**src/rtl/serial_frame_receiver_if.sv**
```systemverilog
// Serial receive channel: the line into the receiver and the recovered word and status out of it.
// The master drives the serial line. The slave (the receiver) drives the word and the status.
interface serial_frame_receiver_if #(
  parameter int unsigned DATA_BITS = 8
);
  logic                 d;
  logic [DATA_BITS-1:0] data;
  logic                 valid;
  logic                 parity_err;
  logic                 frame_err;
  logic                 busy;

  modport master (
    output d,
    input  data,
    input  valid,
    input  parity_err,
    input  frame_err,
    input  busy
  );

  modport slave (
    input  d,
    output data,
    output valid,
    output parity_err,
    output frame_err,
    output busy
  );
endinterface

```
**src/rtl/serial_frame_receiver.sv**
```systemverilog
// Serial-to-parallel frame receiver: start bit, LSB-first data, optional even parity, stop bit.
// Every line sample is taken mid-bit, measured from the edge that first saw the start bit.
module serial_frame_receiver #(
  parameter int unsigned DATA_BITS    = 8,
  parameter int unsigned CLKS_PER_BIT = 4,
  parameter bit          PARITY_EN    = 1'b1
) (
  input logic                   i_clk,
  input logic                   i_reset,
  serial_frame_receiver_if.slave if_rx
);

  localparam int unsigned CW   = $clog2(CLKS_PER_BIT);
  localparam int unsigned BW   = $clog2(DATA_BITS + 1);
  localparam int unsigned HALF = CLKS_PER_BIT / 2;

  localparam logic [CW-1:0] HALF_LAST = CW'(HALF - 1);
  localparam logic [CW-1:0] BIT_LAST  = CW'(CLKS_PER_BIT - 1);
  localparam logic [BW-1:0] DATA_LAST = BW'(DATA_BITS - 1);

  typedef enum logic [2:0] {
    StIdle,
    StStart,
    StData,
    StParity,
    StStop,
    StWaitIdle
  } state_e;

  state_e               r_state,        w_state_next;
  logic [CW-1:0]        r_cnt,          w_cnt_next;
  logic [BW-1:0]        r_bit_cnt,      w_bit_cnt_next;
  logic [DATA_BITS-1:0] r_shift,        w_shift_next;
  logic [DATA_BITS-1:0] r_data,         w_data_next;
  logic                 r_par_err_pend, w_par_err_pend_next;
  logic                 r_valid,        w_valid_next;
  logic                 r_parity_err,   w_parity_err_next;
  logic                 r_frame_err,    w_frame_err_next;
  logic                 w_bit_point;

  // r_cnt reads k-1 at the k-th edge after a sample point, so BIT_LAST marks the next one.
  assign w_bit_point = (r_cnt == BIT_LAST);

  always_ff @(posedge i_clk or negedge i_reset) begin
    if (!i_reset) begin
      r_state        <= StIdle;
      r_cnt          <= '0;
      r_bit_cnt      <= '0;
      r_shift        <= '0;
      r_data         <= '0;
      r_par_err_pend <= 1'b0;
      r_valid        <= 1'b0;
      r_parity_err   <= 1'b0;
      r_frame_err    <= 1'b0;
    end else begin
      r_state        <= w_state_next;
      r_cnt          <= w_cnt_next;
      r_bit_cnt      <= w_bit_cnt_next;
      r_shift        <= w_shift_next;
      r_data         <= w_data_next;
      r_par_err_pend <= w_par_err_pend_next;
      r_valid        <= w_valid_next;
      r_parity_err   <= w_parity_err_next;
      r_frame_err    <= w_frame_err_next;
    end
  end

  always_comb begin
    w_state_next        = r_state;
    w_cnt_next          = r_cnt;
    w_bit_cnt_next      = r_bit_cnt;
    w_shift_next        = r_shift;
    w_data_next         = r_data;
    w_par_err_pend_next = r_par_err_pend;
    w_valid_next        = 1'b0;
    w_parity_err_next   = r_parity_err;
    w_frame_err_next    = r_frame_err;

    unique case (r_state)
      StIdle: begin
        if (!if_rx.d) begin
          w_state_next = StStart;
          w_cnt_next   = '0;
        end
      end
      StStart: begin
        if (r_cnt == HALF_LAST) begin
          w_cnt_next     = '0;
          w_bit_cnt_next = '0;
          w_state_next   = if_rx.d ? StIdle : StData;
        end else begin
          w_cnt_next = r_cnt + 1'b1;
        end
      end
      StData: begin
        if (w_bit_point) begin
          w_cnt_next     = '0;
          w_shift_next   = DATA_BITS'({if_rx.d, r_shift} >> 1);
          w_bit_cnt_next = r_bit_cnt + 1'b1;
          if (r_bit_cnt == DATA_LAST) begin
            w_state_next = PARITY_EN ? StParity : StStop;
          end
        end else begin
          w_cnt_next = r_cnt + 1'b1;
        end
      end
      StParity: begin
        if (w_bit_point) begin
          w_cnt_next          = '0;
          w_par_err_pend_next = (^r_shift) ^ if_rx.d;
          w_state_next        = StStop;
        end else begin
          w_cnt_next = r_cnt + 1'b1;
        end
      end
      StStop: begin
        if (w_bit_point) begin
          w_cnt_next        = '0;
          w_data_next       = r_shift;
          w_parity_err_next = PARITY_EN ? r_par_err_pend : 1'b0;
          w_frame_err_next  = ~if_rx.d;
          w_valid_next      = 1'b1;
          // A low stop bit may be a stuck line; wait for it to go idle first.
          w_state_next      = if_rx.d ? StIdle : StWaitIdle;
        end else begin
          w_cnt_next = r_cnt + 1'b1;
        end
      end
      StWaitIdle: begin
        if (if_rx.d) begin
          w_state_next = StIdle;
        end
      end
      default: begin
        w_state_next = StIdle;
      end
    endcase
  end

  assign if_rx.data       = r_data;
  assign if_rx.valid      = r_valid;
  assign if_rx.parity_err = r_parity_err;
  assign if_rx.frame_err  = r_frame_err;
  assign if_rx.busy       = (r_state == StStart) || (r_state == StData) ||
                            (r_state == StParity) || (r_state == StStop);

endmodule

```
**src/flat_wrapper.sv**
```systemverilog
// flat-port wrapper written by rule: the top's interface ports become plain ports
module serial_frame_receiver_flat 
#(
  parameter int unsigned DATA_BITS    = 8,
  parameter int unsigned CLKS_PER_BIT = 4,
  parameter bit          PARITY_EN    = 1'b1
)
  (i_clk, i_reset, if_rx_d, if_rx_data, if_rx_valid, if_rx_parity_err, if_rx_frame_err, if_rx_busy);
  serial_frame_receiver_if #(.DATA_BITS(DATA_BITS)) if_rx_i ();
  input logic i_clk;
  input logic i_reset;
  input wire logic [$bits(if_rx_i.d)-1:0] if_rx_d;
  output wire logic [$bits(if_rx_i.data)-1:0] if_rx_data;
  output wire logic [$bits(if_rx_i.valid)-1:0] if_rx_valid;
  output wire logic [$bits(if_rx_i.parity_err)-1:0] if_rx_parity_err;
  output wire logic [$bits(if_rx_i.frame_err)-1:0] if_rx_frame_err;
  output wire logic [$bits(if_rx_i.busy)-1:0] if_rx_busy;
  assign if_rx_i.d = if_rx_d;
  assign if_rx_data = if_rx_i.data;
  assign if_rx_valid = if_rx_i.valid;
  assign if_rx_parity_err = if_rx_i.parity_err;
  assign if_rx_frame_err = if_rx_i.frame_err;
  assign if_rx_busy = if_rx_i.busy;
  serial_frame_receiver #(.DATA_BITS(DATA_BITS), .CLKS_PER_BIT(CLKS_PER_BIT), .PARITY_EN(PARITY_EN)) u_core (.i_clk(i_clk), .i_reset(i_reset), .if_rx(if_rx_i));
endmodule
```
**config.mk**
```make
export PLATFORM = sky130hd
export DESIGN_NAME = serial_frame_receiver_flat
export DESIGN_NICKNAME = d
export VERILOG_FILES = /design/src/rtl/serial_frame_receiver_if.sv /design/src/rtl/serial_frame_receiver.sv /design/src/flat_wrapper.sv
export SDC_FILE = /design/constraint.sdc
export NUM_CORES = 1
export LEC_CHECK = 0
export ABC_AREA = 1
export CELL_PAD_IN_SITES_DETAIL_PLACEMENT = 2
export CELL_PAD_IN_SITES_GLOBAL_PLACEMENT = 2
export CORE_MARGIN = 8
export CORE_UTILIZATION = 31
export DETAILED_ROUTE_END_ITERATION = 10
export GPL_TIMING_DRIVEN = 0
export PLACE_DENSITY_LB_ADDON = 0.1
export SLEW_MARGIN = 20
export SYNTH_ARGS = -nofsm -noshare
export SYNTH_HDL_FRONTEND = slang
export SYNTH_SLANG_ARGS = --single-unit
export TNS_END_PERCENT = 100
```
**constraint.sdc**
```tcl
create_clock -name i_clk -period 1.27 [get_ports i_clk]
set_clock_uncertainty 0.05 [all_clocks]
set_input_delay 0.381 -clock i_clk [delete_from_list [all_inputs] [get_ports i_clk]]
set_output_delay 0.381 -clock i_clk [all_outputs]
set_load 0.01 [all_outputs]
```
==> out/metrics.csv, run 1 <==
metric;value;unit
Worst Path Arrival;1200;ps
number of global-route vias before repair;1655;
Initial Util;31.4;%
Slowest cell on crit path;dfrtp_1;
fmax;0.614;GHz
layout net count;240;
CTS tree;built;
share of the synthesized area in the top cell type;46.4;%
Routed WL per cell;18.3;µm
Worst Hold Class;input port to async pin;
CP top delay family;flip-flops;
Area growth syn-to-layout;48.6;%
largest buffer count on any clock path;2;
number of synthesized flops with an enable pin;0;
post-synthesis cell area;1560;µm²
final setup fails;30;
clock-pin slew on the worst setup and hold paths;60;ps
Vias/cell;4.76;
first-pass GRT wire length;8670;µm
leakage power;1.08;nW
GRT Overall Usage;15.0;%
Final ANT Viol Nets;0;
post-synthesis async set-or-reset flop share;100;%
total die area;7570;µm²
DR iter-0 viols;39;
largest fanout on the critical path;5;
Seq/Total Area, Yosys;46.4;%
cells after synthesis;181;
# port buffers;14;
top post-synthesis cells by area;dfrtp_1 (46%), nand2_1 (13%), inv_1 (4.3%);
Worst Setup End Kind;primary output;
CP max stage delay;410;ps
clock root buffer;clkbuf_8;
DR vias;1439;
# diodes;0;
fin crit share;128;%
status;finished, violations left;
worst slew pin tran;706;ps
Critical Path Start Type;flop;
pre-CTS setup slack;-683;ps
FILL cells;558;
core area;4980;µm²
hold buffers post-CTS;0;
Crit Path Category;flop to primary output;
largest net degree at the start of global routing;30;
Setup WS post-layout;-358;ps
synth cell count leaders;nand2_1 (53), dfrtp_1 (29), inv_1 (18);
pwr dens;2220;nW/µm²
CTS Buf Count;5;
required time of the critical path;840;ps
grt total ovfl;0;
area post-placement;1800;µm²
peak supply drop;0.00140;V
layout cells sized above 1;49.1;%
Die Height;87;µm
Synth area leader;dfrtp_1;
RSZ-0062 raised after global routing;yes;
router iterations before antenna repair;4;
clk sink count;29;
top-count cell post-synth;nand2_1;
I/O Pins;15;
Synth warnings;0;
Die W;87;µm
failing checks;negative setup slack;
# DRC;0;
clk_lat worst skew;280;ps
RePlAce Congestion;0.747;
Net Count, Synth;189;
FF+latch count, synth;29;
Rows;26;
CP Buf/Inv Count;3;
Final Hold Fails;0;
Detail Placement HPWL;3170;µm
critical path cell sequence;inv_4, nand3_4, o21ai_4, inv_2, nand2_2, buf_6;
Max-Cap Viols;0;
Top FF cell, synth;dfrtp_1;
Yosys cell types;26;
Tmin final;1630;ps
H-Tree Level Count;2;
total power draw;5.15;mW
Avg Cell Area, Syn;8.63;µm²
final WL;5520;µm
number of max-slew violations in the final report;0;
initial antenna violation count;0;
Max-slew headroom;52.9;%
cell area after layout;2320;µm²
-- path summary, 6_finish.rpt --
kind	from	endpoint	slack (ps)	depth (start not counted)
max reg2reg	u_core.r_state[1]$_DFFE_PN0P_	u_core.r_bit_cnt[2]$_DFFE_PN0P_	-350	10
min	i_reset	u_core.r_state[1]$_DFFE_PN0P_	100	1
min reg2reg	u_core.if_rx.data[5]$_DFFE_PN0P_	u_core.if_rx.data[5]$_DFFE_PN0P_	440	1
max	u_core.r_state[1]$_DFFE_PN0P_	if_rx_busy	-360	6
min in group i_clk	u_core.if_rx.data[5]$_DFFE_PN0P_	u_core.if_rx.data[5]$_DFFE_PN0P_	440	1
max in group asynchronous	i_reset	u_core.r_cnt[1]$_DFFE_PN0P_	570	1
-- kinds of logic (layout without fill, tap and decap cells) --
| family | count (synthesis) | after routing | share of synthesized area, % |
|---|---|---|---|
| AO/OA/AOI/OAI | 29 | 29 | 12.2 |
| AND/OR/NAND/NOR | 87 | 87 | 26.4 |
| adder cells (fa/ha/maj) | 5 | 5 | 4.00 |
| XOR/XNOR | 2 | 2 | 1.12 |
| buffers and inverters | 26 | 77 | 7.69 |
| flip-flops | 29 | 29 | 46.4 |
| multiplexers | 3 | 3 | 2.16 |
-- layout make-up --
class / instances / area [µm²] / share of cell area (%)
multi-input combinational: 126 / 908 / 39.1
sequential: 29 / 729 / 31.4
timing repair buffer: 44 / 377 / 16.2
inverter: 23 / 96.3 / 4.15
tap: 70 / 87.6 / 3.77
clock buffer: 7 / 86.3 / 3.72
buffer: 3 / 37.5 / 1.62
-- layout by cell type (no fill, tap or decap), types with 2 or more instances in the layout --
master    synthesis  layout
o21ai_1           9       4
dfrtp_1          29      26
nand2_1          53      35
o21ai_2           2       6
dfrtp_2           0       3
nand4_1           3       3
ha_1              5       4
clkbuf_8          0       6
o21ai_4           0       2
nand2_4           3       7
inv_2             5       6
a21oi_4           1       2
buf_2             0      11
buf_6             3      16
inv_1            18      14
o21a_1            7       7
inv_4             0       2
mux2_4            0       3
buf_4             0      17
nand3_1          10       9
nand2_2           2      15
nor2_1            9       6
o21ai_0           4       3
or2_2             2       2
nor2_4            2       6
a21oi_1           3       2
-- power breakdown --
group          internal (mW)  switching (mW)  leakage (nW)
sequential              1.24           0.285         0.365
clock                  0.429           0.347        0.0443
combinational           1.33            1.52         0.668
total                   3.00            2.15          1.08
-- registers in the layout, indices dropped and copies added (netlist names) --
signal                   cells
u_core.if_rx.frame_err       1
u_core.r_par_err_pend        1
u_core.r_bit_cnt             4
u_core.r_shift               8
u_core.r_cnt                 2
u_core.if_rx.valid           1
u_core.if_rx.parity_err      1
u_core.r_state               3
u_core.if_rx.data            8
-- per-layer routing --
layer	wire length, µm	track usage, %
met1	2030	14.9
met2	3330	30.3
met3	99	2.55
met4	67	4.69
met5	0	0
-- timing repair --
item	CTS	global route
buffers inserted	21	8
cloned	2	0
endpoints found under the setup margin	40	33
pin swaps	7	7
gates resized for setup	94	28
endpoints found under the hold margin	0	0
-- stage by stage --
step	util, %	cells	hold slack [ps]	setup TNS, ps
detailed placement	36.2	265	422	-7530
floorplan	-	181	35.4	-394
CTS	43.6	295	118	-5360
global placement	36.3	265	429	-29540
finish	46.7	302	97.6	-8010
global route	46.7	302	142	-10060
Note: power is estimated with default switching activity, not from simulation.
==> run 2, diff against run 1 <==
CORE_MARGIN = default   (was 8)
==> run 2 against run 1 <==
Effect of this change: wire length down 3.9%; the run still ends with negative setup slack left; core utilization is 4.1 points higher; register-to-register slack lost 30 ps; fmax down 3.0%.
==> out/metrics.csv, run 2 (synthesis gave the netlist of run 1 again) <==
metric;value;unit;change
Finished Layout Cells;305;;+0.99%
Die Height;73;µm;-16%
area post-placement;1800;µm²;-0.21%
worst slew pin tran;716;ps;+9.83 ps
Gate power share;57.3;%;+2.0 points
number of global-route vias before repair;1593;;-3.7%
Worst Setup End Kind;primary output;;
Setup WS post-layout;-408;ps;-50.3 ps
clock-pin slew on the worst setup and hold paths;70;ps;about the same
Switching Share;42.3;%;+0.48 points
critical path cell sequence;inv_4, nand3_4, o21ai_4, inv_2, nand2_2, buf_6;;
r2r setup slk;-380;ps;-30 ps
cell area after layout;2430;µm²;+4.6%
# diodes;0;;unchanged
failing checks;negative setup slack;;
Rows;25;;-3.8%
Setup TNS;-7660;ps;+348 ps
number of max-slew violations in the final report;0;;unchanged
H-Tree Level Count;2;;unchanged
Final ANT Viol Nets;0;;unchanged
RSZ-0062 raised after global routing;yes;;
GRT Overall Usage;20.5;%;+5.5 points
total die area;5330;µm²;-30%
FF-to-FF path depth;7;;-3
largest net degree at the start of global routing;30;;unchanged
CP max stage delay;410;ps;about the same
clk_lat worst skew;290;ps;about the same
Die W;73;µm;-16%
dpl cells;262;;-1.1%
DR iter-0 viols;50;;+28%
Area growth syn-to-layout;55.5;%;
leakage power;1.12;nW;+3.7%
clk sink count;29;;unchanged
CTS Buf Count;5;;unchanged
Max-Cap Viols;0;;unchanged
Tmin final;1680;ps;+50.3 ps
# DRC;0;;unchanged
peak supply drop;0.00107;V;-24%
fin crit share;132;%;+4.0 points
utilization after layout;50.8;%;+4.1 points
hold buffers post-CTS;0;;unchanged
# port buffers;14;;unchanged
clock root buffer;clkbuf_8;;
largest buffer count on any clock path;2;;unchanged
final WL;5310;µm;-3.9%
status;finished, violations left;;
Reg power frac;28.1;%;-1.5 points
Vias/cell;4.66;;-2.2%
pwr dens;2200;nW/µm²;-0.74%
fmax;0.596;GHz;-3.0%
first-pass GRT wire length;8070;µm;-6.9%
Max-slew headroom;52.3;%;-0.66 points
Worst Path Arrival;1250;ps;+50 ps
most common cell after layout, fill and taps aside;nand2_1;;
final setup fails;29;;-3.3%
I/O Pins;15;;unchanged
commonest non-fill, non-tap cells in the layout;nand2_1 (40), dfrtp_1 (24), buf_4 (22);;
Routed WL per cell;17.4;µm;-4.8%
required time of the critical path;840;ps;about the same
Slowest cell on crit path;dfrtp_1;;
Clk pwr share;14.6;%;-0.5 points
Worst Hold Class;input port to async pin;;
largest fanout on the critical path;6;;+1
FILL cells;490;;-12%
Crit Path Category;flop to primary output;;
Detail Placement HPWL;2990;µm;-5.6%
RePlAce Congestion;0.782;;+4.8%
DR vias;1422;;-1.2%
grt total ovfl;0;;unchanged
Int Power;3.09;mW;+3.0%
Psw;2.26;mW;+5.1%
Initial Util;32.7;%;+1.3 points
Critical Path Start Type;flop;;
core area;4790;µm²;-3.8%
Final Hold Fails;0;;unchanged
router iterations before antenna repair;4;;unchanged
initial antenna violation count;0;;unchanged
layout cells sized above 1;52.9;%;+3.8 points
layout net count;245;;+2.1%
CTS tree;built;;
## run 2: layer usage
metal | track usage (%) | routed length, µm | vias up
met1 | 23.2 | 2150 | 714
met4 | 5.23 | 57 | 0
li1 | - | - | 692
met2 | 39.2 | 3020 | 10
met5 | 0 | 0 | -
met3 | 3.73 | 77 | 6
## run 2: stage by stage
step	setup WS (ps)	hold slack [ps]	total power, mW
after detailed placement	-695	423	3.49
after CTS	-374	113	4.85
after global placement	-822	425	3.36
after floorplan	-80.6	35.4	2.74
after global routing	-454	139	5.67
final	-408	86.7	5.35
## run 2: worst max-delay path, delay by kind of cell, from the launching register on
kind                   cells  cell delay [ps]
AO/OA/AOI/OAI              1               80
buffers and inverters      3              300
flip-flops                 1              410
AND/OR/NAND/NOR            2              170
## run 2: layout make-up
| cell class | count | area (µm²) | share of cell area, % |
|---|---|---|---|
| sequential | 29 | 732 | 30.1 |
| buffer | 3 | 41.3 | 1.70 |
| clock buffer | 5 | 68.8 | 2.83 |
| multi-input combinational | 126 | 937 | 38.6 |
| inverter | 23 | 104 | 4.27 |
| timing repair buffer | 49 | 445 | 18.3 |
| tap | 67 | 83.8 | 3.45 |
| clock inverter | 3 | 17.5 | 0.721 |
## run 2: repair_timing
item,in CTS,in global routing
pin swaps,7,12
gates cloned,2,0
resized for setup,95,37
setup endpoints to repair,40,32
setup buffers,26,9
## run 2: final timing paths
path | endpoint | start
hold reg to reg | u_core.if_rx.data[5]$_DFFE_PN0P_ | u_core.if_rx.data[5]$_DFFE_PN0P_
hold / removal | u_core.if_rx.parity_err$_DFFE_PN0P_ | i_reset
min in group i_clk | u_core.if_rx.data[5]$_DFFE_PN0P_ | u_core.if_rx.data[5]$_DFFE_PN0P_
max in group asynchronous | u_core.r_shift[7]$_DFFE_PN0P_ | i_reset
setup / recovery | if_rx_busy | u_core.r_state[1]$_DFFE_PN0P_
setup reg to reg | u_core.if_rx.data[7]$_DFFE_PN0P_ | u_core.r_state[1]$_DFFE_PN0P_
## run 2: power by group through the flow
stage	clock, mW	combinational [mW]	sequential [mW]
final	0.782	3.07	1.50
after global placement	0	1.89	1.47
after CTS	0.795	2.58	1.48
after floorplan	0	1.22	1.52
after detailed placement	0	2.00	1.49
after global routing	0.824	3.30	1.54
